$ cat src/rtl/servo_pkg.sv
// Shared constants and elaboration-time helpers for the servo PWM generator.
package servo_pkg;

  // Fixed-point fraction bits of the angle-to-microseconds scale factor.
  localparam int FRAC    = 10;
  // Angle command width and the width of the scale factor.
  localparam int ANGLE_W = 8;
  localparam int K_W     = 15;
  // Unsigned angle * K product; wide enough that it never overflows.
  localparam int PROD_W  = ANGLE_W + K_W;

  // Scale factor in FRAC fixed point, rounded to nearest: us per degree.
  function automatic int calc_k(input int min_us, input int max_us, input int angle_max);
    return ((max_us - min_us) * (1 << FRAC) + angle_max / 2) / angle_max;
  endfunction

  // Width of the microsecond-in-frame counter.
  function automatic int us_cnt_width(input int period_us);
    return $clog2(period_us);
  endfunction

  // Pulse width in us for a given angle; used for the reset value.
  function automatic int pulse_us_of(input int angle, input int min_us, input int k);
    return min_us + ((angle * k) >> FRAC);
  endfunction

endpackage : servo_pkg

$ cat src/rtl/us_tick_gen.sv
// Divides the system clock down to a single-cycle tick once per microsecond.
// While en is low the prescaler is held at zero so the next tick arrives a
// full microsecond after enable rises.
module us_tick_gen #(
  parameter int CLK_HZ = 12_000_000
) (
  input  logic clk,
  input  logic rst_n,
  input  logic en,
  output logic us_tick
);

  localparam int DIV = CLK_HZ / 1_000_000;
  localparam int PW  = $clog2(DIV);
  localparam logic [PW-1:0] TERM = PW'(DIV - 1);

  logic [PW-1:0] presc;

  assign us_tick = en && (presc == TERM);

  // Prescaler: count 0..DIV-1 while enabled, park at zero otherwise.
  // NOTE: sequential state is written with <= so every register samples the
  // pre-edge values of its inputs, independent of block ordering.
  always_ff @(posedge clk or negedge rst_n) begin
    if (!rst_n) begin
      presc <= '0;
    end else if (!en || us_tick) begin
      presc <= '0;
    end else begin
      presc <= presc + PW'(1);
    end
  end

endmodule : us_tick_gen

$ cat src/rtl/servo_pwm_gen.sv
// Hobby-servo PWM generator. A frame of PERIOD_US microseconds carries one
// high pulse whose width is linear in the applied angle. The angle command is
// only sampled at frame wraps (optionally slew-limited), and the pulse width
// register is refreshed right after the wrap while us_cnt is zero, so a
// frame's pulse is never truncated or stretched by a command change.
module servo_pwm_gen
  import servo_pkg::*;
#(
  parameter int CLK_HZ     = 12_000_000,
  parameter int PERIOD_US  = 20000,
  parameter int MIN_US     = 500,
  parameter int MAX_US     = 2500,
  parameter int ANGLE_MAX  = 180,
  parameter int INIT_ANGLE = 90,
  parameter int STEP_DEG   = 0
) (
  input  logic               clk,
  input  logic               rst_n,
  input  logic               en,
  input  logic [ANGLE_W-1:0] ctrl,
  output logic               pwm_out,
  output logic [ANGLE_W-1:0] cur_angle,
  output logic               busy,
  output logic               frame_start
);

  localparam int CNT_W = us_cnt_width(PERIOD_US);
  localparam int K     = calc_k(MIN_US, MAX_US, ANGLE_MAX);
  localparam int PUL_W = $clog2(MAX_US + 1);
  localparam int CMP_W = (CNT_W > PUL_W) ? CNT_W : PUL_W;

  localparam logic [CNT_W-1:0]   CNT_LAST  = CNT_W'(PERIOD_US - 1);
  localparam logic [ANGLE_W-1:0] ANGLE_LIM = ANGLE_W'(ANGLE_MAX);
  localparam logic [ANGLE_W-1:0] ANGLE_RST = ANGLE_W'(INIT_ANGLE);
  localparam logic [ANGLE_W-1:0] STEP      = ANGLE_W'(STEP_DEG);
  localparam logic [K_W-1:0]     K_C       = K_W'(K);
  localparam logic [CMP_W-1:0]   PULSE_RST = CMP_W'(pulse_us_of(INIT_ANGLE, MIN_US, K));

  logic               us_tick;
  logic               wrap;
  logic [CNT_W-1:0]   us_cnt;
  logic [ANGLE_W-1:0] tgt;
  logic [ANGLE_W-1:0] next_angle;
  logic [PROD_W-1:0]  prod;
  logic [CMP_W-1:0]   pulse_us;
  logic [CMP_W-1:0]   pulse_us_r;

  us_tick_gen #(
    .CLK_HZ (CLK_HZ)
  ) u_tick (
    .clk     (clk),
    .rst_n   (rst_n),
    .en      (en),
    .us_tick (us_tick)
  );

  // Last microsecond of the frame; us_tick is already gated by en.
  assign wrap = us_tick && (us_cnt == CNT_LAST);

  // Clamp the command to the legal angle range.
  always_comb begin
    tgt = (ctrl > ANGLE_LIM) ? ANGLE_LIM : ctrl;
  end

  // Angle to apply in the next frame: jump to target, or one step toward it.
  // NOTE: next_angle gets its default first so no path leaves it unassigned,
  // which would otherwise infer a latch.
  always_comb begin
    next_angle = tgt;
    if (STEP_DEG != 0) begin
      if ((tgt > cur_angle) && ((tgt - cur_angle) > STEP)) begin
        next_angle = cur_angle + STEP;
      end else if ((cur_angle > tgt) && ((cur_angle - tgt) > STEP)) begin
        next_angle = cur_angle - STEP;
      end
    end
  end

  // Angle to pulse width in us: MIN_US + (angle * K) >> FRAC.
  always_comb begin
    prod     = PROD_W'(cur_angle) * PROD_W'(K_C);
    pulse_us = CMP_W'(MIN_US) + CMP_W'(prod >> FRAC);
  end

  // Microsecond position within the frame; parked at zero while disabled.
  always_ff @(posedge clk or negedge rst_n) begin
    if (!rst_n) begin
      us_cnt <= '0;
    end else if (!en || wrap) begin
      us_cnt <= '0;
    end else if (us_tick) begin
      us_cnt <= us_cnt + CNT_W'(1);
    end
  end

  // Frame boundary: flag the new frame and take up the next angle.
  always_ff @(posedge clk or negedge rst_n) begin
    if (!rst_n) begin
      frame_start <= 1'b0;
      cur_angle   <= ANGLE_RST;
    end else begin
      frame_start <= wrap;
      if (wrap) begin
        cur_angle <= next_angle;
      end
    end
  end

  // Registered pulse width; settles one clock after cur_angle moves.
  always_ff @(posedge clk or negedge rst_n) begin
    if (!rst_n) begin
      pulse_us_r <= PULSE_RST;
    end else begin
      pulse_us_r <= pulse_us;
    end
  end

  // Registered PWM output and slew-in-progress flag.
  always_ff @(posedge clk or negedge rst_n) begin
    if (!rst_n) begin
      pwm_out <= 1'b0;
      busy    <= 1'b0;
    end else begin
      pwm_out <= en && (CMP_W'(us_cnt) < pulse_us_r);
      busy    <= (cur_angle != tgt);
    end
  end

endmodule : servo_pwm_gen

$ cat config.mk
export PLATFORM = sky130hd
export DESIGN_NAME = servo_pwm_gen
export DESIGN_NICKNAME = d
export VERILOG_FILES = /design/src/rtl/servo_pkg.sv /design/src/rtl/us_tick_gen.sv /design/src/rtl/servo_pwm_gen.sv
export SDC_FILE = /design/constraint.sdc
export NUM_CORES = 1
export LEC_CHECK = 0
export ABC_CLOCK_PERIOD_IN_PS = 8700
export CAP_MARGIN = 5
export CORE_ASPECT_RATIO = 1.5
export CORE_UTILIZATION = 65
export CTS_BUF_LIST = sky130_fd_sc_hd__clkbuf_8
export CTS_CLUSTER_SIZE = 25
export DETAILED_ROUTE_END_ITERATION = 10
export GPL_TIMING_DRIVEN = 1
export PLACE_DENSITY_LB_ADDON = 0.08
export SKIP_CTS_REPAIR_TIMING = 1
export SLEW_MARGIN = 5
export SYNTH_ARGS = -nofsm -noshare
export SYNTH_HDL_FRONTEND = slang
export SYNTH_SLANG_ARGS = --single-unit
$ cat constraint.sdc
create_clock -name clk -period 8.7 [get_ports clk]
set_input_delay 1.305 -clock clk [delete_from_list [all_inputs] [get_ports clk]]
set_output_delay 1.305 -clock clk [all_outputs]
set_load 0.03 [all_outputs]
==> impl_metrics.py, run 1 <==
metrics = {
    "sta": {
        "finClkSkew_ns": 0.00407,
        "worst_pin_slew_ns": 1.15,
        "min_period_ns": 5.09,
        "final_max_slew_viol_count": 0,
        "setup_viol_count_final": 0,
        "fin_crit_sh_pct": 58.5,
        "finalHoldViolCount": 0,
        "max-slew-margin-rel_pct": 22.3,
        "fmax_mhz": 197,
        "timing.setup.tns_ns": 0,
        "rsz0062_at_grt": "false",
    },
    "global_route": {
        "grt_start_max_net_pins": 44,
        "grt_overflow_total": 0,
        "antenna_found_initial": 0,
        "grt_pass1_wl_um": 13900,
        "grt_pass1_vias": 3231,
        "track_usage_pct": 28.4,
    },
    "synth": {
        "ys_ff_latch": 43,
        "async_flop_share_pct": 100,
        "ys_types": 59,
        "syn-num-nets": 519,
        "synth_warnings": 0,
        "synth_area_leaders": "dfrtp_1 (20%), ha_1 (20%), fa_1 (9.0%), dfstp_2 (7.2%), inv_1 (6.5%)",
        "synth-edff-count": 0,
        "synth_area_mm2": 0.00401,
        "synth_area_per_cell_um2": 9.38,
        "synthDominantAreaCellType": "dfrtp_1",
        "ys_seq_area_share_pct": 27.2,
        "synthCells": 427,
        "ys.flop_type": "dfrtp_1",
        "synth_top_area_share_pct": 20.0,
    },
    "final_layout": {
        "final_cell_area_mm2": 0.00435,
        "diodes": 0,
        "register_area_mm2": 0.00109,
        "final_nets": 540,
        "layout_common_cells": "inv_1 (70), ha_1 (63), dfrtp_1 (32)",
        "fillers": 448,
        "final_common_cell": "inv_1",
        "final_util_pct": 74.1,
        "drive_gt1_share_pct": 7.80,
        "multi_input_area_mm2": 0.00261,
        "syn_to_final_growth_pct": 8.59,
    },
    "clock_tree": {
        "clk_latency_ns": 0.30,
        "cts_root_buf": "clkbuf_8",
        "tritoncts": "done",
        "cts_buffer_depth": 2,
        "htreeDepth": 2,
        "numCtsBuffers": 5,
        "cts_sinks": 43,
        "clk_pin_slew_ns": 0.08,
    },
    "detailed_routing": {
        "ant_nets": 0,
        "vias": 3056,
        "drc": 0,
        "wl_per_cell_um": 15.9,
        "first_pass_iters": 4,
        "via_per_inst": 5.87,
        "drt-total-wl_um": 8300,
        "drt_iter0_markers": 96,
    },
    "pwr": {
        "p_leak_nw": 2.19,
        "vdd_ir_drop_max_mv": 0.130,
        "power_w": 0.000969,
        "powerDensity_mw_per_mm2": 223,
    },
    "die": {
        "die_area_mm2": 0.00649,
        "die_y_um": 98.1,
        "fp-row-count": 34,
        "core_mm2": 0.00587,
        "start_util_pct": 68.2,
        "io_pins": 22,
        "die_x_um": 66.1,
    },
    "setup_path": {
        "cp_data_arrival_time_ns": 5.32,
        "r2r-start": "cur_angle[5]",
        "startpoint_type": "flip-flop",
        "cp.required_ns": 8.93,
        "path_max_fanout": 11,
        "cp-end-kind": "flip-flop",
        "crit_start": "cur_angle[5]",
        "critPathKind": "flip-flop to flip-flop",
    },
    "placement": {
        "dp_hpwl_um": 6840,
        "port_buffers": 21,
        "gp_congestion": 0.961,
        "placed_cell_area_mm2": 0.00426,
    },
    "run": {
        "maxCapViolations": 0,
    },
    "status": {
        "status": "completed",
    },
    "hold_path": {
        "min_from": "u_tick.presc[0]",
        "hp-class": "flip-flop to flip-flop",
    },
}
per-stage QoR:
stage	setup WS (ns)	hold slack, ns	cells
2_1_floorplan	3.87	0.433	427
3_3_place_gp	3.76	0.452	513
3_5_place_dp	3.62	0.461	513
4_1_cts	3.62	0.473	521
5_1_grt	3.33	0.500	521
6_report	3.61	0.468	521
synth_stat cells, types with 2 or more instances:
cell	count
a211oi_1	3
a21o_1	11
a21oi_1	13
a31oi_1	4
a32oi_1	3
and2_1	3
and3_1	3
buf_4	3
clkbuf_1	3
dfrtp_1	32
dfstp_2	11
fa_1	18
ha_1	63
inv_1	69
nand2_1	24
nand2b_1	7
nand3_1	15
nand3b_1	2
nand4_1	9
nand4b_1	2
nor2_1	27
nor2_2	2
nor2b_1	2
nor3_1	5
nor3_2	2
o211ai_1	2
o21ai_0	17
o221ai_1	2
o22ai_1	2
o31a_1	2
o41ai_1	2
or4_1	3
xnor2_1	18
xor2_1	18
report_power, final:
group | total, W | internal (W) | switching (W)
Sequential | 0.000266 | 0.000250 | 0.0000155
Clock | 0.000128 | 0.0000551 | 0.0000726
Combinational | 0.000575 | 0.000250 | 0.000325
Total | 0.000969 | 0.000556 | 0.000413
layout make-up:
cell class | instances | area share, %
Clock buffer | 5 | 1.58
Clock inverter | 3 | 0.374
Inverter | 69 | 5.96
Multi-Input combinational cell | 307 | 60.1
Sequential cell | 43 | 25.1
Tap cell | 72 | 2.07
Timing Repair Buffer | 22 | 4.89
state kept, by name, summed over array words and instances (netlist names):
name          count
cur_angle         8
us_cnt           15
pulse_us_r       13
busy              1
pwm_out           1
frame_start       1
u_tick.presc      4
path summary, 6_finish.rpt:
path | cells past startpoint | slack [ns] | endpoint
max | 17 | 3.61 | pulse_us_r[10]
min | 1 | 0.47 | u_tick.presc[0]
max reg2reg | 17 | 3.61 | pulse_us_r[10]
min reg2reg | 1 | 0.47 | u_tick.presc[0]
max in group asynchronous | 1 | 6.94 | cur_angle[5]
min in group asynchronous | 1 | 1.16 | us_cnt[4]
worst max-delay path: stages (launching register included):
cell,delay (ns)
dfrtp_1,0.65
fa_1,0.49
ha_1,0.29
inv_1,0.05
fa_1,0.53
inv_1,0.05
fa_1,0.47
ha_1,0.37
a21o_1,0.21
a21o_1,0.20
a31o_4,0.23
xor2_1,0.14
ha_1,0.25
a211oi_1,0.40
o221ai_1,0.27
nor2_2,0.17
a21oi_1,0.07
nor3_2,0.18
cells by family after synthesis:
family	count (synthesis)	synth area share (%)
and+or+nand+nor	114	14.8
adders and majority gates	81	28.7
buffers and inverters	77	7.56
AOI/OAI and AO/OA	75	13.6
DFF	43	27.2
xor gates and xnor gates	36	7.87
muxes	1	0.281
routing by layer:
| metal | global-route usage (%) | part of all wire (%) |
|---|---|---|
| met5 | 0 | 0 |
| met2 | 57.1 | 58 |
| met3 | 4.44 | 2.6 |
| met1 | 25.7 | 36 |
| met4 | 13.6 | 3.6 |
Power figures use the tool's default switching activity.
==> inputs of run 2 (changes only) <==
ABC_CLOCK_PERIOD_IN_PS = 5000   (was 8700)
CORE_UTILIZATION = 63   (was 65)
clock period = 5 ns   (was 8.7 ns; I/O delays follow)
==> run 2 against run 1 <==
Via count is 2.1% higher. Register-to-register slack worse by 3.3 ns. Die area is 3.1% higher. First-iteration DRC count is 32% higher. Sequential power is 71% higher. Power is 79% higher. Non-clock buffer count is 9 higher. Final cell count is 2.1% higher. Core utilization is 1.6 points lower. Hold slack better by 0.0028 ns. Global-route usage is 0.53 points lower. Clock skew is 0.0027 ns higher. Critical path type unchanged.
==> impl_metrics.py, run 2 (synthesis results as in run 1) <==
metrics = {
    "sta": {
        "rsz0062_at_grt": "false",
        "finClkSkew_ns": 0.00674,
        "final_max_slew_viol_count": 0,
        "timing.setup.tns_ns": 0,
        "min_period_ns": 4.71,
        "setup_viol_count_final": 0,
        "timing.hold.ws_ns": 0.471,
        "worst_pin_slew_ns": 1.18,
        "finalHoldViolCount": 0,
        "fin_crit_sh_pct": 94.2,
        "max-slew-margin-rel_pct": 20.3,
        "fmax_mhz": 212,
    },
    "setup_path": {
        "path_max_fanout": 5,
        "cpPeakStageDelay_ns": 0.58,
        "slowest_stage": "dfstp_2",
        "cp.required_ns": 5.23,
        "cpMostUsedCell": "fa_1",
        "reg2reg_depth": 15,
        "crit_family": "adder cells",
        "cp_num_cells": 15,
        "cp-end-kind": "flip-flop",
        "r2r-start": "cur_angle[6]",
        "path_cells": "inv_1, ha_1, inv_1, fa_1, fa_1, fa_1, ha_1, and2_2, a31o_4, xor2_1, ha_2, a211oi_2, nor2_2, o311ai_1, xor2_1",
        "startpoint_type": "flip-flop",
        "critPathKind": "flip-flop to flip-flop",
        "cp_data_arrival_time_ns": 4.94,
        "critPathBufInv": 2,
        "rrSetupSlack_ns": 0.29,
        "crit_start": "cur_angle[6]",
    },
    "detailed_routing": {
        "via_per_inst": 5.86,
        "first_pass_iters": 4,
        "drt_iter0_markers": 127,
        "vias": 3120,
        "drt-total-wl_um": 8320,
        "ant_nets": 0,
        "drc": 0,
        "wl_per_cell_um": 15.6,
    },
    "clock_tree": {
        "clk_latency_ns": 0.30,
        "htreeDepth": 2,
        "numCtsBuffers": 5,
        "cts_root_buf": "clkbuf_8",
        "cts_buffer_depth": 2,
        "cts_sinks": 43,
        "clk_pin_slew_ns": 0.08,
        "tritoncts": "done",
    },
    "global_route": {
        "antenna_found_initial": 0,
        "grt_start_max_net_pins": 44,
        "track_usage_pct": 27.9,
        "grt_pass1_vias": 3302,
        "grt_overflow_total": 0,
        "grt_pass1_wl_um": 13900,
    },
    "final_layout": {
        "largest_reg_flops": 15,
        "layout_common_cells": "inv_1 (70), ha_1 (62), dfrtp_1 (32)",
        "final_cell_area_mm2": 0.00444,
        "final_common_cell": "inv_1",
        "fillers": 473,
        "final_util_pct": 72.4,
        "final_nets": 549,
        "syn_to_final_growth_pct": 10.9,
        "multi_input_area_mm2": 0.00264,
        "register_area_mm2": 0.00109,
        "top_regs": "us_cnt (15), pulse_us_r (13), cur_angle (8)",
        "drive_gt1_share_pct": 10.3,
        "diodes": 0,
        "largest_register": "us_cnt",
    },
    "placement": {
        "port_buffers": 21,
        "placed_cell_area_mm2": 0.00433,
        "gp_congestion": 0.914,
        "dp_hpwl_um": 6710,
    },
    "run": {
        "maxCapViolations": 0,
    },
    "pwr": {
        "powerDensity_mw_per_mm2": 391,
        "vdd_ir_drop_max_mv": 0.202,
        "p_leak_nw": 2.24,
    },
    "die": {
        "die_y_um": 99.7,
        "die_x_um": 67.1,
        "die_area_mm2": 0.00669,
        "start_util_pct": 65.3,
        "fp-row-count": 35,
        "io_pins": 22,
        "core_mm2": 0.00613,
    },
    "hold_path": {
        "hp-class": "flip-flop to flip-flop",
        "min_from": "u_tick.presc[0]",
        "whs_path_depth": 1,
    },
    "status": {
        "status": "completed",
    },
}
==> run 2: path summary, 6_finish.rpt <==
kind | endpoint
max | pulse_us_r[6]
min | u_tick.presc[0]
max reg2reg | pulse_us_r[6]
min reg2reg | u_tick.presc[0]
max in group asynchronous | cur_angle[5]
min in group asynchronous | us_cnt[3]
==> run 2: cell type report <==
type	instances	area share, %
Multi-Input combinational cell	307	59.3
Tap cell	74	2.08
Clock inverter	3	0.366
Clock buffer	5	1.55
Inverter	69	5.83
Timing Repair Buffer	31	6.31
Sequential cell	43	24.5
==> run 2: metal layers <==
metal | vias up | global-route usage (%) | part of all wire (%)
met5 | - | 0 | 0
met4 | 0 | 11.0 | 3.1
met3 | 22 | 4.13 | 2.9
met2 | 62 | 57.3 | 59
met1 | 1517 | 25.1 | 35
li1 | 1519 | - | -
==> run 2: power by group <==
group / switching (W) / leakage, nW / internal [W]
Clock: 0.000123 / 0.0453 / 0.0000957
Sequential: 0.0000186 / 0.534 / 0.000435
Combinational: 0.000590 / 1.66 / 0.000472
==> run 2: per-stage QoR <==
step	setup WS [ns]	power, W	instances
global placement	0.189	0.00145	523
finish	0.289	0.00174	532
global route	0.00767	0.00190	532
floorplan	0.173	0.00127	427
CTS	0.0845	0.00172	531
detailed placement	0.122	0.00149	523
